==> src/rtl/unstriping.sv <==
// -----------------------------------------------------------------------------
// unstriping
//   Receive-side lane merger. Four 8-bit lanes arrive as 4-byte columns
//   (lane 0 = oldest byte). Columns are queued in a small buffer and
//   serialized lane0..lane3 at one byte per clock toward the mux/link layer.
//   Every serialized byte is also checked against STP/END framing. The block
//   tracks packet state and reports the data length of each packet.
//
// Ports
//   clk          in   clock, all logic on the rising edge
//   reset        in   synchronous active-high reset
//   RL0..RL3     in   lane bytes of the incoming column (RL0 is emitted first)
//   col_valid    in   RL0..RL3 hold a valid column
//   col_ready    out  buffer can accept a column (from registered count only)
//   toMux        out  serialized byte (registered), IDL_SYM when idle
//   out_valid    out  toMux carries a column byte
//   in_packet    out  high from the emitted STP through the emitted END
//   framing_err  out  one-cycle pulse, framing violation on the current toMux byte
//   pkt_done     out  one-cycle pulse with the emitted END of a valid packet
//   pkt_len      out  data bytes between STP and END, held until the next END
//
// Build option
//   UNSTRIPING_SKP_DROP_EN : when defined, a column made of four SKP_SYM bytes
//   is popped from the buffer but never serialized.
// -----------------------------------------------------------------------------
module unstriping #(
  parameter int         DEPTH   = 2,
  parameter logic [7:0] IDL_SYM = 8'h7C,
  parameter logic [7:0] SKP_SYM = 8'h1C,
  parameter logic [7:0] STP_SYM = 8'hFB,
  parameter logic [7:0] END_SYM = 8'hFD
) (
  input  logic       clk,
  input  logic       reset,
  input  logic [7:0] RL0,
  input  logic [7:0] RL1,
  input  logic [7:0] RL2,
  input  logic [7:0] RL3,
  input  logic       col_valid,
  output logic       col_ready,
  output logic [7:0] toMux,
  output logic       out_valid,
  output logic       in_packet,
  output logic       framing_err,
  output logic       pkt_done,
  output logic [7:0] pkt_len
);

  localparam int AW = (DEPTH > 1) ? $clog2(DEPTH) : 1;
  localparam int CW = $clog2(DEPTH) + 1;
  localparam logic [CW-1:0] FULL = CW'(DEPTH);

  typedef enum logic {S_IDLE, S_SER} state_t;

  // Column buffer. Lane 0 lives in bits [7:0].
  logic [31:0]   r_mem [DEPTH];
  logic [AW-1:0] r_wr_ptr;
  logic [AW-1:0] r_rd_ptr;
  logic [CW-1:0] r_count;
  logic [CW-1:0] w_count_next;
  logic          r_ready_en;

  // Serializer
  state_t      r_state;
  state_t      w_state_next;
  logic [1:0]  r_idx;
  logic [1:0]  w_idx_next;
  logic [1:0]  w_idx_inc;
  logic [31:0] r_col;
  logic [31:0] w_col_next;
  logic [7:0]  r_tomux;
  logic        r_out_valid;

  // Framing
  logic       r_in_packet;
  logic       w_in_packet_next;
  logic       r_framing_err;
  logic       w_framing_err_next;
  logic       r_pkt_done;
  logic       w_pkt_done_next;
  logic [7:0] r_pkt_len;
  logic [7:0] w_pkt_len_next;
  logic [7:0] r_len_cnt;
  logic [7:0] w_len_cnt_next;
  logic       w_cur_pkt;

  logic        w_push;
  logic        w_pop;
  logic        w_emit;
  logic [1:0]  w_lane;
  logic [7:0]  w_byte;
  logic [31:0] w_head;
  logic        w_is_skp_col;

  // r_ready_en keeps col_ready low during reset and lets it rise one edge
  // after reset is released.
  assign col_ready = r_ready_en && (r_count < FULL);
  assign w_push    = col_valid && col_ready;

  // The head column is read combinationally so a column accepted into an
  // empty buffer reaches toMux on the very next edge.
  assign w_head    = r_mem[r_rd_ptr];
  assign w_idx_inc = r_idx + 2'd1;

`ifdef UNSTRIPING_SKP_DROP_EN
  assign w_is_skp_col = (w_head == {4{SKP_SYM}});
`else
  assign w_is_skp_col = 1'b0;
`endif

  // The packet closes on the edge after the END byte, so a pkt_done pulse
  // on the current byte means the next byte is already outside the packet.
  assign w_cur_pkt = r_in_packet && !r_pkt_done;

  always_ff @(posedge clk) begin
    if (w_push) begin
      r_mem[r_wr_ptr] <= {RL3, RL2, RL1, RL0};
    end
  end

  always_comb begin
    w_count_next = r_count;
    case ({w_push, w_pop})
      2'b10:   w_count_next = r_count + CW'(1);
      2'b01:   w_count_next = r_count - CW'(1);
      default: w_count_next = r_count;
    endcase
  end

  // Serializer next state. A new column is loaded when idle or while the
  // last lane of the current column is on toMux, which keeps back-to-back
  // columns gapless.
  always_comb begin
    w_state_next = r_state;
    w_idx_next   = r_idx;
    w_col_next   = r_col;
    w_pop        = 1'b0;
    w_emit       = 1'b0;
    w_lane       = 2'd0;
    w_byte       = IDL_SYM;
    if (r_state == S_SER && r_idx != 2'd3) begin
      w_idx_next = w_idx_inc;
      w_lane     = w_idx_inc;
      w_byte     = r_col[{w_idx_inc, 3'b000} +: 8];
      w_emit     = 1'b1;
    end else if (r_count != '0) begin
      w_pop = 1'b1;
      if (w_is_skp_col) begin
        // Dropped skip column: one idle cycle, the next column loads from IDLE.
        w_state_next = S_IDLE;
      end else begin
        w_state_next = S_SER;
        w_idx_next   = 2'd0;
        w_col_next   = w_head;
        w_lane       = 2'd0;
        w_byte       = w_head[7:0];
        w_emit       = 1'b1;
      end
    end else begin
      w_state_next = S_IDLE;
    end
  end

  // Framing check on the byte about to be registered onto toMux.
  always_comb begin
    w_in_packet_next   = w_cur_pkt;
    w_framing_err_next = 1'b0;
    w_pkt_done_next    = 1'b0;
    w_pkt_len_next     = r_pkt_len;
    w_len_cnt_next     = r_len_cnt;
    if (w_emit) begin
      if (w_byte == STP_SYM) begin
        if (!w_cur_pkt && w_lane == 2'd0) begin
          w_in_packet_next = 1'b1;
          w_len_cnt_next   = 8'd0;
        end else begin
          w_framing_err_next = 1'b1;
        end
      end else if (w_byte == END_SYM) begin
        if (w_cur_pkt) begin
          w_pkt_done_next = 1'b1;
          w_pkt_len_next  = r_len_cnt;
        end else begin
          w_framing_err_next = 1'b1;
        end
      end else if (w_cur_pkt) begin
        if (r_len_cnt != 8'hFF) begin
          w_len_cnt_next = r_len_cnt + 8'd1;
        end
      end else if (w_byte != IDL_SYM && w_byte != SKP_SYM) begin
        w_framing_err_next = 1'b1;
      end
    end
  end

  always_ff @(posedge clk) begin
    if (reset) begin
      r_wr_ptr      <= '0;
      r_rd_ptr      <= '0;
      r_count       <= '0;
      r_ready_en    <= 1'b0;
      r_state       <= S_IDLE;
      r_idx         <= 2'd0;
      r_col         <= '0;
      r_tomux       <= IDL_SYM;
      r_out_valid   <= 1'b0;
      r_in_packet   <= 1'b0;
      r_framing_err <= 1'b0;
      r_pkt_done    <= 1'b0;
      r_pkt_len     <= 8'd0;
      r_len_cnt     <= 8'd0;
    end else begin
      r_ready_en    <= 1'b1;
      r_count       <= w_count_next;
      if (w_push) r_wr_ptr <= r_wr_ptr + AW'(1);
      if (w_pop)  r_rd_ptr <= r_rd_ptr + AW'(1);
      r_state       <= w_state_next;
      r_idx         <= w_idx_next;
      r_col         <= w_col_next;
      r_tomux       <= w_emit ? w_byte : IDL_SYM;
      r_out_valid   <= w_emit;
      r_in_packet   <= w_in_packet_next;
      r_framing_err <= w_framing_err_next;
      r_pkt_done    <= w_pkt_done_next;
      r_pkt_len     <= w_pkt_len_next;
      r_len_cnt     <= w_len_cnt_next;
    end
  end

  assign toMux       = r_tomux;
  assign out_valid   = r_out_valid;
  assign in_packet   = r_in_packet;
  assign framing_err = r_framing_err;
  assign pkt_done    = r_pkt_done;
  assign pkt_len     = r_pkt_len;

endmodule

==> config.mk <==
export PLATFORM = sky130hd
export DESIGN_NAME = unstriping
export DESIGN_NICKNAME = d
export VERILOG_FILES = /design/src/rtl/unstriping.sv
export SDC_FILE = /design/constraint.sdc
export NUM_CORES = 1
export LEC_CHECK = 0
export CORE_ASPECT_RATIO = 0.75
export CORE_MARGIN = 2
export CORE_UTILIZATION = 40
export DETAILED_ROUTE_END_ITERATION = 10
export HOLD_SLACK_MARGIN = 0.06
export PLACE_DENSITY = 0.7
export RECOVER_POWER = 50
export SYNTH_ARGS = -nofsm -noshare
export SYNTH_HDL_FRONTEND = slang
export SYNTH_SLANG_ARGS = --single-unit
export TNS_END_PERCENT = 30
==> constraint.sdc <==
create_clock -name clk -period 6.42 [get_ports clk]
set_input_delay 1.284 -clock clk [delete_from_list [all_inputs] [get_ports clk]]
set_output_delay 1.284 -clock clk [all_outputs]
set_load 0.005 [all_outputs]
Word-level counts from Yosys, hierarchy flattened
Memory sizes are Yosys's and may differ from the RTL's. A register that Yosys moved wholly into a read port is not among the register bits.
Cells that the tools add are included.

storage, ports and cells
  register bits = 68
  memory bits (writable) = 64
  input port bits = 35
  output and inout bits = 21
  word-level logic and storage cells = 85
  memories kept = 1

memory list
  name   depth  bits a word  rd ports  clocked after Yosys merged registers in  write ports  line  text
  r_mem  2      32           1         1                                        1            56    logic [31:0] r_mem [DEPTH];

cells by class
  add/sub/neg operators = 6
  order comparisons = 1
  eq/ne operators = 10
  shifts and indexed selects = 1
  muxes and demuxes = 29
  bitwise logic cells = 4
  reduce and logical (&&, ||, !) cells = 19

operators with widths
  operator                                             count
  two-way mux 8 bit                                    7
  variable part select 32 x 6 -> 8 bit                 1
  two-way mux 1 bit                                    18
  equality test 8 bit, second input constant           2
  nonzero test 2 bit                                   5
  adder 8 x 1 -> 8 bit, second input constant          1
  != test 8 x 5 -> 1 bit, second input constant        1
  != test 8 x 7 -> 1 bit, second input constant        1
  != test 8 bit, second input constant                 1
  logical AND 1 bit                                    6
  two-way mux 2 bit                                    3
  AND reduction 5 bit                                  1
  adder 2 x 1 -> 2 bit, second input constant          2
  != test 2 bit, second input constant                 2
  inverter 1 bit                                       4
  case mux 2 bit (2 select lines)                      1
  AND reduction 4 bit                                  1
  OR reduction 4 bit                                   1
  adder 1 bit, second input constant                   2
  equality test 2 x 1 -> 1 bit, second input constant  1
  equality test 2 bit, second input constant           1
  zero test 1 bit                                      2
  zero test 2 bit                                      1
  < comparator 2 bit, second input constant            1
  4 further kinds                                      4

Depth between registers and ports, before layout
Gate-level depths: netlist (run 1).

  word-level depth = 9
  mapped depth = 10
  gate-level depth less buffers = 9

Least setup slack after synthesis (run 1)
Ideal clock, no wire load.

  path kind = input to register
  start point = input port col_valid
  end point = memory r_mem[0][0] (enable)
  library setup time = 0.421 ns
  arrival time = 2.735 ns
  required time = 5.999 ns
  slack = 3.264 ns
  stages on the path = 2
  buffers on the path = 0
  cell sequence = nand2_1 nor2_1

on the way
  word-level cells in the longest chain between the ends = 3

RTL lines
  item                                     line  text
  start: declaration                       39    input logic col_valid,
  logical AND 1 bit                        98    assign w_push = col_valid && col_ready;
  two-way mux 1 bit                        116   if (w_push) begin
  two-way mux 1 bit (implied by the code)  117   r_mem[r_wr_ptr] <= {RL3, RL2, RL1, RL0};
  end: declaration                         56

Every way passes these cells.

Worst setup path in the final report (run 1)
  start point = register r_idx[0]
  end point = register r_pkt_len[6], in the netlist pkt_len[6]

on the way
  word-level cells in the longest chain between the ends = 6
  elaborated cells on any way between the ends = 10
  those cells by class = add/sub (1); eq/ne (3); shift (1); mux (2); bitwise (1); reduce/logical (2)

RTL lines
  item                                                                              line      text
  start: declaration                                                                66        logic [1:0] r_idx;
  start signal: assignment                                                          218       r_idx <= w_idx_next;
  adder 2 x 1 -> 2 bit / != test 2 bit (equally long branches)                      103, 141
  variable part select 32 x 6 -> 8 bit / logical AND 1 bit (equally long branches)  144, 141
  two-way mux 8 bit                                                                 141       if (r_state == S_SER && r_idx != 2'd3) begin
  equality test 8 bit                                                               172       if (w_byte == STP_SYM) begin
  inverter 1 bit (no source line)                                                   -
  AND reduction 4 bit (no source line) *                                            -
  end signal: assignment                                                            225       r_pkt_len <= w_pkt_len_next;
  end: declaration                                                                  81        logic [7:0] r_pkt_len;

Mark *: on every way between the ends. The rest lies on a longest branch, timed or not.
A chain may end at the register's enable or synchronous reset.

==> impl_metrics.csv, run 1 <==
group,metric,value,unit
clock_network,cts_hold_buf,0,
critical_path,rr_endpoint,"pkt_len[6]",
placed_design,io_buffers,55,
grt,overflow,0,
synthesis,synthTopCellsByArea,"edfxtp_1 37%, dfxtp_1 27%, mux2i_1 8.9%, nor2_1 4.1%, a211oi_1 4.1%",
clock_network,cts.htree.levels,4,
clock_network,cts_tree,"built",
critical_path,start_kind,"flip-flop",
clock_network,root_buffer,"clkbuf_16",
critical_path,crit_buf_inv,1,
synthesis,synth_top_area_share,37.2,%
critical_path,cp.required,6.61,ns
routing,routedWlPerCell,15.8,um
sta,slew_headroom,-60.6,%
sta,hold_viol,0,
sta,worst_pin_slew,2.41,ns
power_and_ir_drop,power.leakage,2.31,nW
synthesis,yosys.area_share.adder,0.727,%
power_and_ir_drop,power_frac_comb,26.1,%
worst_hold_path,hold_class,"reg2reg",
power_and_ir_drop,p_int,0.00192,W
sta,clock_skew,0.00616,ns
power_and_ir_drop,p_seq_share,42.6,%
power_and_ir_drop,powerDensity,443,mW/mm2
critical_path,path_delay_family,"simple AND/OR/NAND/NOR gates",
synthesis,synth_common_cells,"69 x dfxtp_1, 64 x edfxtp_1, 57 x nor2_1",
grt,grt_usage,15.9,%
routing,vias_per_cell,5.12,
sta,rsz0062_at_grt,"no",
critical_path,path_class,"reg2reg",
power_and_ir_drop,switchingPower,0.000889,W
grt,grt_pass1_wl,16.5,mm
sta,fin_tns_setup,0,ns
synthesis,synth_compound_area_share,9.98,%
critical_path,crit_path_cell_trace,"ha_1 -> nand2b_4 -> nand2_2 -> inv_2 -> a211oi_1 -> nor4_4 -> nand3_1 -> mux2i_1 -> nor2_1",
synthesis,syn_inst,405,
sta,setup_violations,0,
routing,wl,10.1,mm
final_layout,n_antenna_cell,0,
routing,drc_errors,0,
power_and_ir_drop,pwr-share-clk,31.3,%
worst_hold_path,holdPathStages,2,
run_status,violations,"capacitance limit, slew limit",
clock_network,cts_buffers,17,
grt,grt_max_degree,63,
floorplanning,initial_core_util,41.5,%
floorplanning,die_w,135,um
routing,drt_iter0_markers,173,
run,maxCapViolCount,1,
worst_hold_path,holdCritStartpoint,"r_col[0]",
synthesis,synth-main-ff-cell,"dfxtp_1",
clock_network,cts_setup_buffers,0,
synthesis,synthArstFlopShare,0,%
synthesis,yosysUniqueCellTypes,51,
floorplanning,ioPinCount,56,
grt,antenna_found_initial,0,
placed_design,routabilityCongestion,0.842,
power_and_ir_drop,p_sw_share,31.6,%
synthesis,synth_edf_count,64,
floorplanning,num_rows,35,
critical_path,r2r.worst_path.cells,9,
clock_network,clkTransAtPathRegs,0.05,ns
synthesis,synth-seq-area-share,64.0,%
routing,via_count,3279,
synthesis,synth_top_family_by_area,"simple AND/OR/NAND/NOR gates",
synthesis,syn-num-nets,443,
floorplanning,core-area,0.0124,mm2
synthesis,avgSynthCellArea,12.7,um2
synthesis,synth-xor-area-share,1.02,%
synthesis,yosysMostFrequentCell,"dfxtp_1",
run_status,outcome,"complete, but fails checks",
sta,max_freq,234,MHz
sta,slew_viol_final,54,
critical_path,reg2reg_slack,2.15,ns
critical_path,r2r-start,"r_idx[0]",
critical_path,worst_path_largest_cell_delay,0.95,ns
synthesis,ys_warn_count,0,
clock_network,cts_num_sinks,133,
final_layout,area_delta_synth_final,23.1,%
floorplanning,die-area,0.0138,mm2
sta,layout_setup_ws,2.15,ns
placed_design,dpl.hpwl,6.72,mm
critical_path,crit_path_end_kind,"flip-flop",
synthesis,synth.mux.area_fraction,10.4,%
synthesis,yosys.area_share.simple,11.0,%
sta,fin_crit,4.27,ns
final_layout,utilization,51.1,%
critical_path,crit_slowest_cell,"dfxtp_1",
routing,ant_nets,0,
critical_path,crit_arrival,4.46,ns
synthesis,synthesis.area,0.00516,mm2
clock_network,clk_path_buf_depth,2,
final_layout,drive_gt1_share,11.2,%
sta,fin_hold_ws,0.471,ns
synthesis,ys_ff_latch,133,
clock_network,clock_latency,0.41,ns
clock_network,cts_resized,0,
worst_hold_path,min_to,"r_col[0]",
placed_design,post-place-ws,2.19,ns
critical_path,crit_fanout,62,
routing,first_pass_iters,4,
floorplanning,die_h,102,um
power_and_ir_drop,irDropWorstVdd,0.271,mV
grt,grt_pass1_vias,3339,
sta,fin_crit_sh,66.5,%
final_layout,fin_nets,499,
synthesis,yosysTopAreaCell,"edfxtp_1",
[registers in the layout (all words and copies together) (netlist names), named ones only]
signal and flops:
r_count 2, in_packet 1, r_wr_ptr 1, r_mem 64, framing_err 1, r_ready_en 1
out_valid 1, r_col 32, toMux 8, pkt_len 8, r_state 1, r_rd_ptr 1
r_idx 2, pkt_done 1, r_len_cnt 8
[power by group through the flow]
stage | clock (W) | combinational, W | sequential [W]
after detailed placement | 0 | 0.000736 | 0.00122
after floorplan | 0 | 0.000589 | 0.00115
after CTS | 0.000898 | 0.000743 | 0.00120
final | 0.000880 | 0.000735 | 0.00120
after global routing | 0.000935 | 0.000812 | 0.00122
after global placement | 0 | 0.000709 | 0.00121
[area by class of cell]
cell class / instances / area [um2]
Clock inverter: 10 / 81.3
Tap cell: 166 / 208
Clock buffer: 22 / 464
Sequential cell: 133 / 3300
Fill cell: 1066 / 6080
Timing Repair Buffer: 57 / 559
Inverter: 7 / 26.3
Multi-Input combinational cell: 245 / 1710
[worst max path at each step]
stage / end / cells past startpoint / from / slack [ns]
after global routing: pkt_len[4] / 9 / r_idx[0] / 1.82
after global placement: pkt_len[5] / 9 / r_idx[0] / 2.40
final: pkt_len[6] / 9 / r_idx[0] / 2.15
after floorplan: r_mem[0][0] / 2 / col_valid / 3.26
after CTS: pkt_len[6] / 9 / r_idx[0] / 2.17
after detailed placement: pkt_len[6] / 9 / r_idx[0] / 2.19
[placed cells by master, fill, tap and decap left out, drive strengths merged, types with 2 or more instances in the layout]
master / synthesis / final
o21ai: 12 / 12
or2: 3 / 3
clkinv: 0 / 6
and3: 6 / 6
buf: 7 / 2
ha: 3 / 3
a221o: 5 / 5
dlygate4sd3: 0 / 51
nor3: 6 / 6
dfxtp: 69 / 69
xor2: 2 / 2
inv: 7 / 7
nand3: 6 / 6
clkdlybuf4s50: 0 / 3
a211oi: 28 / 28
and2: 4 / 4
nor2b: 5 / 5
edfxtp: 64 / 64
nand2b: 2 / 2
nand2: 17 / 17
clkinvlp: 0 / 3
a2111oi: 3 / 3
a21oi: 12 / 12
a211o: 3 / 3
clkbuf: 13 / 23
mux2: 7 / 7
mux2i: 46 / 46
xnor2: 4 / 4
nor4: 2 / 2
nor2: 57 / 57
a32oi: 3 / 3
[metal layers]
metal  GRT usage [%]  vias to the layer above  wire [um]  share of wire, %
li1                -                     1616          -                 -
met1            20.1                     1567       4870                48
met2            25.0                       87       4600                46
met3            6.10                        9        529               5.2
met4            6.01                        0         95              0.94
met5               0                        -          0                 0
[logic make-up after synthesis]
family	count (synthesis)
flops	133
simple gates	113
compound gates	70
mux	53
buf+inv	27
xor+xnor	6
fa+ha+maj	3
[per-stage QoR]
| stage | power (W) | instances | area (um2) |
|---|---|---|---|
| after floorplan | 0.00174 | 405 | 5160 |
| after global placement | 0.00192 | 608 | 5810 |
| after detailed placement | 0.00195 | 608 | 5810 |
| after CTS | 0.00284 | 640 | 6360 |
| after global routing | 0.00297 | 640 | 6350 |
| final | 0.00281 | 640 | 6350 |
[tightest hold or removal path: cells and delay by family, from the launching register on]
kind             cells  cell delay, ns
AND/OR/NAND/NOR      1            0.06
AO/OA/AOI/OAI        1            0.05
flip-flops           1            0.31
Note: power is estimated with default switching activity, not from simulation.
==> run 2, diff against run 1 <==
--- a/config.mk
+++ b/config.mk
@@ -10,7 +10,7 @@
 export CORE_UTILIZATION = 40
 export DETAILED_ROUTE_END_ITERATION = 10
 export HOLD_SLACK_MARGIN = 0.06
-export PLACE_DENSITY = 0.7
+export PLACE_DENSITY = 0.72
 export RECOVER_POWER = 50
 export SYNTH_ARGS = -nofsm -noshare
 export SYNTH_HDL_FRONTEND = slang
==> constraint.sdc (replaced) <==
create_clock -name clk -period 3.44 [get_ports clk]
set_input_delay 0.688 -clock clk [delete_from_list [all_inputs] [get_ports clk]]
set_output_delay 0.688 -clock clk [all_outputs]
set_load 0.005 [all_outputs]
==> run 2 against run 1 <==
  * The flow still finishes with violations (capacitance limit, slew limit)
  * Worst hold slack lost 0.0093 ns
  * Register-to-register slack worse by 1.6 ns
  * Final cell count increased by 0.63%
  * First-iteration DRC count rose by 51%
  * Fmax grew 47%
  * Sequential power up 83%
  * Clock skew is 0.0079 ns higher
  * Combinational power grew 95%
  * Sequential share of layout area shrank 0.51 points
  * Global-route usage grew 0.48 points
  * Clock power up 100%
==> impl_metrics.csv, run 2 (same netlist as run 1, synthesis figures left out) <==
group,metric,value,unit
clock_network,cts_buffers,17,
final_layout,area_delta_synth_final,24.3,%
sta,setup_violations,0,
sta,max_freq,343,MHz
power_and_ir_drop,power_frac_comb,26.4,%
sta,layout_setup_ws,0.524,ns
clock_network,cts_tree,"built",
routing,vias_per_cell,5.11,
final_layout,n_antenna_cell,0,
sta,slew_headroom,-31.0,%
sta,slew_viol_final,66,
critical_path,crit_path_cell_trace,"ha_1 -> nor2b_1 -> a2111oi_0 -> a211o_2 -> nor4_1 -> nand3_1 -> mux2i_1 -> nor2_1",
routing,via_count,3294,
critical_path,start_kind,"flip-flop",
clock_network,cts_setup_buffers,0,
floorplanning,core-area,0.0124,mm2
floorplanning,ioPinCount,56,
floorplanning,die_h,102,um
critical_path,crit_path_end_kind,"flip-flop",
sta,clock_skew,0.0140,ns
grt,grt_pass1_wl,16.9,mm
sta,fin_tns_setup,0,ns
routing,wl,10.5,mm
grt,overflow,0,
power_and_ir_drop,power,0.00542,W
sta,worst_pin_slew,1.97,ns
worst_hold_path,holdCritStartpoint,"r_col[7]",
final_layout,reg.largest.list,"r_mem: 64 flops, r_col: 32 flops",
clock_network,clk_path_buf_depth,2,
placed_design,routabilityCongestion,0.920,
power_and_ir_drop,irDropWorstVdd,0.433,mV
power_and_ir_drop,p_int,0.00367,W
clock_network,cts_resized,0,
power_and_ir_drop,p_sw_share,32.4,%
final_layout,finalInstanceArea,0.00642,mm2
sta,fin_crit,2.92,ns
clock_network,cts_num_sinks,133,
final_layout,drive_gt1_share,11.9,%
grt,grt_usage,16.4,%
critical_path,worst_path_largest_cell_delay,0.52,ns
final_layout,fin_nets,503,
clock_network,root_buffer,"clkbuf_16",
power_and_ir_drop,powerDensity,845,mW/mm2
clock_network,cts_hold_buf,0,
final_layout,mostFrequentLayoutCell,"dfxtp_1",
floorplanning,num_rows,35,
routing,routedWlPerCell,16.3,um
critical_path,path_class,"reg2reg",
worst_hold_path,hold_class,"reg2reg",
clock_network,clock_latency,0.42,ns
critical_path,crit_slowest_cell,"nand3_1",
critical_path,cp-endpoint,"pkt_len[6]",
grt,grt_max_degree,58,
final_layout,largest_reg_flops,64,
power_and_ir_drop,power.leakage,2.31,nW
critical_path,rr_endpoint,"pkt_len[6]",
clock_network,cts.htree.levels,4,
final_layout,layout_common_cells,"68 x dfxtp_1, 64 x edfxtp_1, 56 x nor2_1, 46 x mux2i_1, 33 x dlygate4sd3_1",
final_layout,multi_input_area,0.00170,mm2
run_status,outcome,"complete, but fails checks",
floorplanning,die_w,135,um
floorplanning,die-area,0.0138,mm2
final_layout,utilization,51.6,%
sta,hold_viol,0,
placed_design,io_buffers,55,
critical_path,r2r-start,"r_idx[0]",
placed_design,post-place-ws,0.621,ns
placed_design,dpl.hpwl,7.06,mm
critical_path,cp.required,3.72,ns
clock_network,clkTransAtPathRegs,0.06,ns
worst_hold_path,holdPathStages,2,
grt,antenna_found_initial,0,
power_and_ir_drop,pwr-share-clk,33.1,%
final_layout,ff_latch_area,0.00330,mm2
critical_path,startpoint,"r_idx[0]",
placed_design,dpl_cell_area,0.00584,mm2
final_layout,fill_cells,1107,
sta,rsz0062_at_grt,"no",
power_and_ir_drop,switchingPower,0.00176,W
routing,ant_nets,0,
critical_path,crit_fanout,9,
power_and_ir_drop,p_seq_share,40.5,%
critical_path,crit_arrival,3.20,ns
run_status,violations,"capacitance limit, slew limit",
floorplanning,initial_core_util,41.5,%
routing,drt_iter0_markers,261,
critical_path,reg2reg_slack,0.52,ns
sta,fin_crit_sh,84.8,%
final_layout,largest_register,"r_mem",
run,maxCapViolCount,2,
routing,drc_errors,0,
critical_path,r2r.worst_path.cells,8,
grt,grt_pass1_vias,3387,
routing,first_pass_iters,4,
run 2: how the worst min path moves through the flow:
stage | to | slack [ns]
finish | r_col[7] | 0.46
global route | r_col[7] | 0.48
CTS | r_col[7] | 0.46
detailed placement | r_col[7] | 0.45
global placement | r_col[0] | 0.45
floorplan | r_col[0] | 0.44
run 2: metal layers:
layer  wire length, um  global-route usage, %  up-vias
met2              4720                   26.1      100
met5                 0                      0        -
met4               141                   7.93        0
li1                  -                      -     1617
met1              4980                   20.9     1564
met3               640                   4.51       13
run 2: power by group through the flow:
stage / sequential (W) / combinational, W / clock, W
CTS: 0.00219 / 0.00145 / 0.00183
global placement: 0.00221 / 0.00140 / 0
finish: 0.00220 / 0.00143 / 0.00180
detailed placement: 0.00222 / 0.00144 / 0
global route: 0.00223 / 0.00158 / 0.00190
floorplan: 0.00214 / 0.00110 / 0
run 2: stage by stage:
step	instances	hold WS, ns
6_report	644	0.461
5_1_grt	644	0.483
4_1_cts	644	0.463
3_5_place_dp	612	0.455
3_3_place_gp	612	0.446
2_1_floorplan	405	0.436
run 2: final cells by class:
type	instances	share of cell area, %
clock buffers	17	6.63
multi-input cells	245	26.5
inverters	7	0.409
flip-flops and latches	133	51.5
well taps	166	3.24
repair buffers	61	9.07
clock inverters	15	2.63
run 2: worst max-delay path, delay by kind of cell, from the launching register on:
| family | cells | cell delay (ns) |
|---|---|---|
| multiplexers | 1 | 0.31 |
| adder cells (fa/ha/maj) | 1 | 0.24 |
| flip-flops | 1 | 0.31 |
| AO/OA/AOI/OAI | 2 | 0.60 |
| AND/OR/NAND/NOR | 4 | 1.31 |
==> patch 1: new RTL, config.mk and constraints of run 2 <==
The parameter `STP_SYM` goes from 8'hFB to 8'h7D.
--- a/src/rtl/unstriping.sv
+++ b/src/rtl/unstriping.sv
@@ -27,7 +27,7 @@
   parameter int         DEPTH   = 2,
   parameter logic [7:0] IDL_SYM = 8'h7C,
   parameter logic [7:0] SKP_SYM = 8'h1C,
-  parameter logic [7:0] STP_SYM = 8'hFB,
+  parameter logic [7:0] STP_SYM = 8'h7D,
   parameter logic [7:0] END_SYM = 8'hFD
 ) (
   input  logic       clk,
Function: changed (Yosys sat finds a counterexample within 4 cycles, from zero or initial values and one cycle with reset high).
==> patch 1 against run 2 <==
The run still ends with capacitance limit, slew limit left; area after synthesis is 0.97% lower; combinational power is 3% higher; sequential cell count stayed put; sequential share of layout area hardly changed; clock skew is 0.0054 ns lower; wire length is 4.1% lower; global-route usage is 0.41 points lower; first-iteration DRC count is 7.7% higher; synthesized cell count is 1.2% higher; cell area hardly changed; power is 1.8% higher; worst setup slack worse by 0.096 ns; hold slack better by 0.0015 ns; largest cell class unchanged.
==> patch 1: results (changes against run 2) <==
[global_route]
gr-usage-all-layers_pct = 16.0  ; -0.41 points
grt_pass1_wl_um = 16500  ; -2.5%
grt_pass1_vias = 3224  ; -4.8%
grt_max_degree = 52  ; -10%

[finish]
nets = 508  ; +0.99%
drive_gt1_share_pct = 11.0  ; -0.95 points

[run]
maxCapViolCount = 2  ; unchanged

[drt]
drt_wl_total_um = 10100  ; -4.1%
drtIter0Drc = 281  ; +7.7%
vias_per_cell = 5.04  ; -1.5%

[sta]
tightest_slew_ns = 1.96  ; -0.00963 ns
finClkSkew_ns = 0.00868  ; -0.00535 ns
drv_slew = 66  ; unchanged

[worst_setup_path]
slowest_delay_ns = 0.81  ; +0.29 ns
cp_slowest_cell = or4_1
arrival_ns = 3.29  ; +0.09 ns

[placement]
hpwlAfterDp_um = 6790  ; -3.7%

[synth]
synthesis.nets = 448  ; +1.1%
synth_commonest_cells = dfxtp_1 (69), edfxtp_1 (64), nor2_1 (55), mux2i_1 (45), nand2_1 (28)
netlist_top_cells_area = edfxtp_1 (38%), dfxtp_1 (27%), mux2i_1 (8.8%)
synth_cell_types = 43  ; -16%
synth_seq_area_share_pct = 64.6  ; +0.63 points

[outcome]
violations = capacitance limit, slew limit
status = finished, violations left

[clocking]
cts_buffers = 17  ; unchanged

[power]
p_leak_nw = 2.24  ; -2.9%

## patch 1: layer usage
layer / share of wire, % / global-route usage, % / vias up
li1: - / - / 1627
met5: 0 / 0 / -
met1: 50 / 22.2 / 1544
met4: 0.98 / 5.75 / 0
met2: 43 / 23.0 / 91
met3: 6.1 / 5.90 / 9
## patch 1: stage by stage
| step | utilization [%] | std cells | setup slack (ns) | area [um^2] | power (mW) |
|---|---|---|---|---|---|
| 2_1_floorplan | - | 410 | 0.719 | 5110 | 3.28 |
| 3_3_place_gp | 46.9 | 617 | 0.494 | 5810 | 3.66 |
| 3_5_place_dp | 46.9 | 617 | 0.420 | 5810 | 3.71 |
| 4_1_cts | 51.9 | 649 | 0.410 | 6430 | 5.58 |
| 5_1_grt | 51.8 | 649 | 0.196 | 6420 | 5.84 |
| 6_report | 51.8 | 649 | 0.428 | 6420 | 5.52 |
## patch 1: layout make-up
cell class              instances  area, um^2
clock buffers                  18         439
clock inverters                14         175
fillers                      1029        5970
inverters                       9        33.8
multi-input cells             247        1670
flip-flops and latches        133        3300
well taps                     166         208
repair buffers                 62         589
## patch 1: cells by family after synthesis
kind of cell / synth area share (%)
flip-flops: 64.6
AND/OR/NAND/NOR: 11.0
AO/OA/AOI/OAI: 8.66
multiplexers: 11.3
buffers and inverters: 2.81
XOR/XNOR: 0.857
adder cells (fa/ha/maj): 0.734
## patch 1: worst min-delay path, delay by kind of cell, from the launching register on
family             cells  cell delay [ns]
AOI/OAI and AO/OA      1             0.06
DFF                    1             0.31
and+or+nand+nor        1             0.05
## patch 1: worst paths after layout
path | startpoint | endpoint | slack, ns | depth (start not counted)
worst max-delay path | r_idx[0] | pkt_len[2] | 0.43 | 8
worst min-delay path | r_col[0] | r_col[0] | 0.46 | 2
worst max register to register | r_idx[0] | pkt_len[2] | 0.43 | 8
worst min register to register | r_col[0] | r_col[0] | 0.46 | 2
## patch 1: report_power, final
| group | switching, mW | leakage [nW] | internal (mW) |
|---|---|---|---|
| sequential | 0.182 | 1.15 | 2.01 |
| combinational | 0.852 | 0.795 | 0.621 |
| clock | 0.693 | 0.293 | 1.17 |
==> patch 2: new RTL, settings of run 2 <==
Without the edit above. Remove the register `r_framing_err`: a continuous assignment takes its place, so the output `framing_err` follows one clock earlier.
--- a/src/rtl/unstriping.sv
+++ b/src/rtl/unstriping.sv
@@ -205,7 +205,6 @@
       r_tomux       <= IDL_SYM;
       r_out_valid   <= 1'b0;
       r_in_packet   <= 1'b0;
-      r_framing_err <= 1'b0;
       r_pkt_done    <= 1'b0;
       r_pkt_len     <= 8'd0;
       r_len_cnt     <= 8'd0;
@@ -220,12 +219,13 @@
       r_tomux       <= w_emit ? w_byte : IDL_SYM;
       r_out_valid   <= w_emit;
       r_in_packet   <= w_in_packet_next;
-      r_framing_err <= w_framing_err_next;
       r_pkt_done    <= w_pkt_done_next;
       r_pkt_len     <= w_pkt_len_next;
       r_len_cnt     <= w_len_cnt_next;
     end
   end
+
+  assign r_framing_err = w_framing_err_next;
 
   assign toMux       = r_tomux;
   assign out_valid   = r_out_valid;
Function: changed (Yosys sat finds a counterexample within 4 cycles, from zero or initial values and one cycle with reset high).
==> patch 2 against run 2 <==
Wire length increased by 3.4%; critical path type is now reg2out; via count increased by 4.3%; the run still ends with capacitance limit, slew limit left; area after synthesis increased by 0.78%; critical endpoint is now framing_err; worst setup slack got worse by 0.49 ns; cell area increased by 3.4%; hold slack improved by 0.035 ns; sequential cell count decreased by 1; combinational power increased by 23%; sequential share of layout area decreased by 2.0 points; largest cell class unchanged; power increased by 5.2%.
==> patch 2: results (changes against run 2) <==
[outcome]
status = finished, violations left
violations = capacitance limit, slew limit

[synth]
netlist_top_cells_area = edfxtp_1 (37%), dfxtp_1 (26%), mux2i_1 (8.8%)
synthesis.nets = 454  ; +2.5%
synth_cell_types = 48  ; -5.9%
synthArstFlopShare_pct = 0  ; unchanged
synth_commonest_cells = dfxtp_1 (68), edfxtp_1 (64), nor2_1 (60), mux2i_1 (46), a211oi_1 (28)
synth_compound_area_share_pct = 9.38  ; -0.61 points
synth_area_per_cell_um2 = 12.5  ; -1.9%
synthAdderAreaFrac_pct = 0.721  ; -0.0056 points
synth_seq_area_share_pct = 63.1  ; -0.88 points
synth_mux_area_share_pct = 11.2  ; +0.79 points
synth-xor-area-share_pct = 1.01  ; -0.0078 points

[finish]
nets = 528  ; +5.0%
fillers = 1101  ; -0.54%
reg_top3 = r_mem: 64 flops, r_col: 32 flops
layout.cells.non_filler = 674  ; +4.7%
drive_gt1_share_pct = 16.3  ; +4.4 points
insertedDiodeCount = 0  ; unchanged

[run]
maxCapViolCount = 1  ; -1

[worst_setup_path]
rrSetupSlack_ns = 0.62  ; +0.10 ns
crit_fanout = 7  ; -2
crit_family = buffers and inverters
slowest_delay_ns = 0.35  ; -0.17 ns
arrival_ns = 2.72  ; -0.48 ns
cp_slowest_cell = dfxtp_1

[sta]
relSlewSlack_pct = -33.2  ; -2.2 points
drv_slew = 33  ; -50%
hold_ws_ns = 0.496  ; +0.0347 ns
fin_crit_sh_pct = 99.0  ; +14 points
finClkSkew_ns = 0.00633  ; -0.00770 ns

[global_route]
grt_pass1_vias = 3420  ; +0.97%
antenna_found_initial = 0  ; unchanged
gr-usage-all-layers_pct = 16.6  ; +0.25 points
grt_max_degree = 59  ; +1.7%
grt_pass1_wl_um = 17400  ; +2.7%

[clocking]
postCtsSetupRepairBufs = 7  ; +7
cts_resized = 9  ; +9
root_buffer = clkbuf_16

[placement]
place.gp.congestion = 0.914  ; -0.59%
hpwlAfterDp_um = 7280  ; +3.2%
dp.cells = 634  ; +3.6%
dp_slack_ns = 0.0281  ; -0.593 ns
placed_area_mm2 = 0.00597  ; +2.1%

[drt]
drtIter0Drc = 319  ; +22%
wire_per_inst_um = 16.1  ; -1.2%
vias_per_cell = 5.09  ; -0.39%

[hold_path]
min_path_type = reg2reg

[power]
p_leak_nw = 2.35  ; +1.9%
ir_drop_mv = 0.591  ; +37%

-- patch 2: cell types whose count changed after synthesis, moves of 3 or more --
| cell | run 2 | this run |
|---|---|---|
| and3_1 | 6 | 2 |
| nor2_1 | 57 | 60 |
| nand3_1 | 6 | 11 |
| a32oi_1 | 3 | 0 |
| nor3_1 | 5 | 11 |
| o211ai_2 | 0 | 7 |
| buf_2 | 1 | 5 |
| a21oi_1 | 12 | 7 |
| nand4_1 | 0 | 6 |
| a221o_1 | 5 | 0 |
-- patch 2: area by class of cell --
class | instances | area (um^2) | share of cell area, %
Multi-Input combinational cell | 251 | 1820 | 27.5
Timing Repair Buffer | 80 | 716 | 10.8
Tap cell | 171 | 214 | 3.22
Clock inverter | 13 | 136 | 2.06
Clock buffer | 19 | 433 | 6.52
Sequential cell | 132 | 3280 | 49.5
Inverter | 8 | 30.0 | 0.453
-- patch 2: metal layers --
metal  routed length (um)  GRT usage, %  share of wire, %  vias to the layer above
met1                 5060          22.4                47                     1647
met3                  626          5.46               5.8                        8
li1                     -             -                 -                     1681
met4                   95          6.01              0.88                        0
met2                 5060          25.3                47                       98
met5                    0             0                 0                        -
-- patch 2: power breakdown --
part | total, mW | switching, mW | internal [mW]
Clock | 1.72 | 0.659 | 1.06
Combinational | 1.76 | 0.966 | 0.794
Sequential | 2.22 | 0.222 | 2.00
Total | 5.70 | 1.85 | 3.86
-- patch 2: worst paths after layout --
kind | cells after the start | to | startpoint
max | 10 | framing_err | r_idx[0]
min | 2 | r_col[1] | r_col[1]
max reg2reg | 10 | r_len_cnt[2] | r_idx[0]
min reg2reg | 2 | r_col[1] | r_col[1]
-- patch 2: tightest hold or removal path: cells and delay by family (launching register included) --
kind,cells,cell delay (ns)
compound gates,1,0.06
flops,1,0.32
simple gates,1,0.08
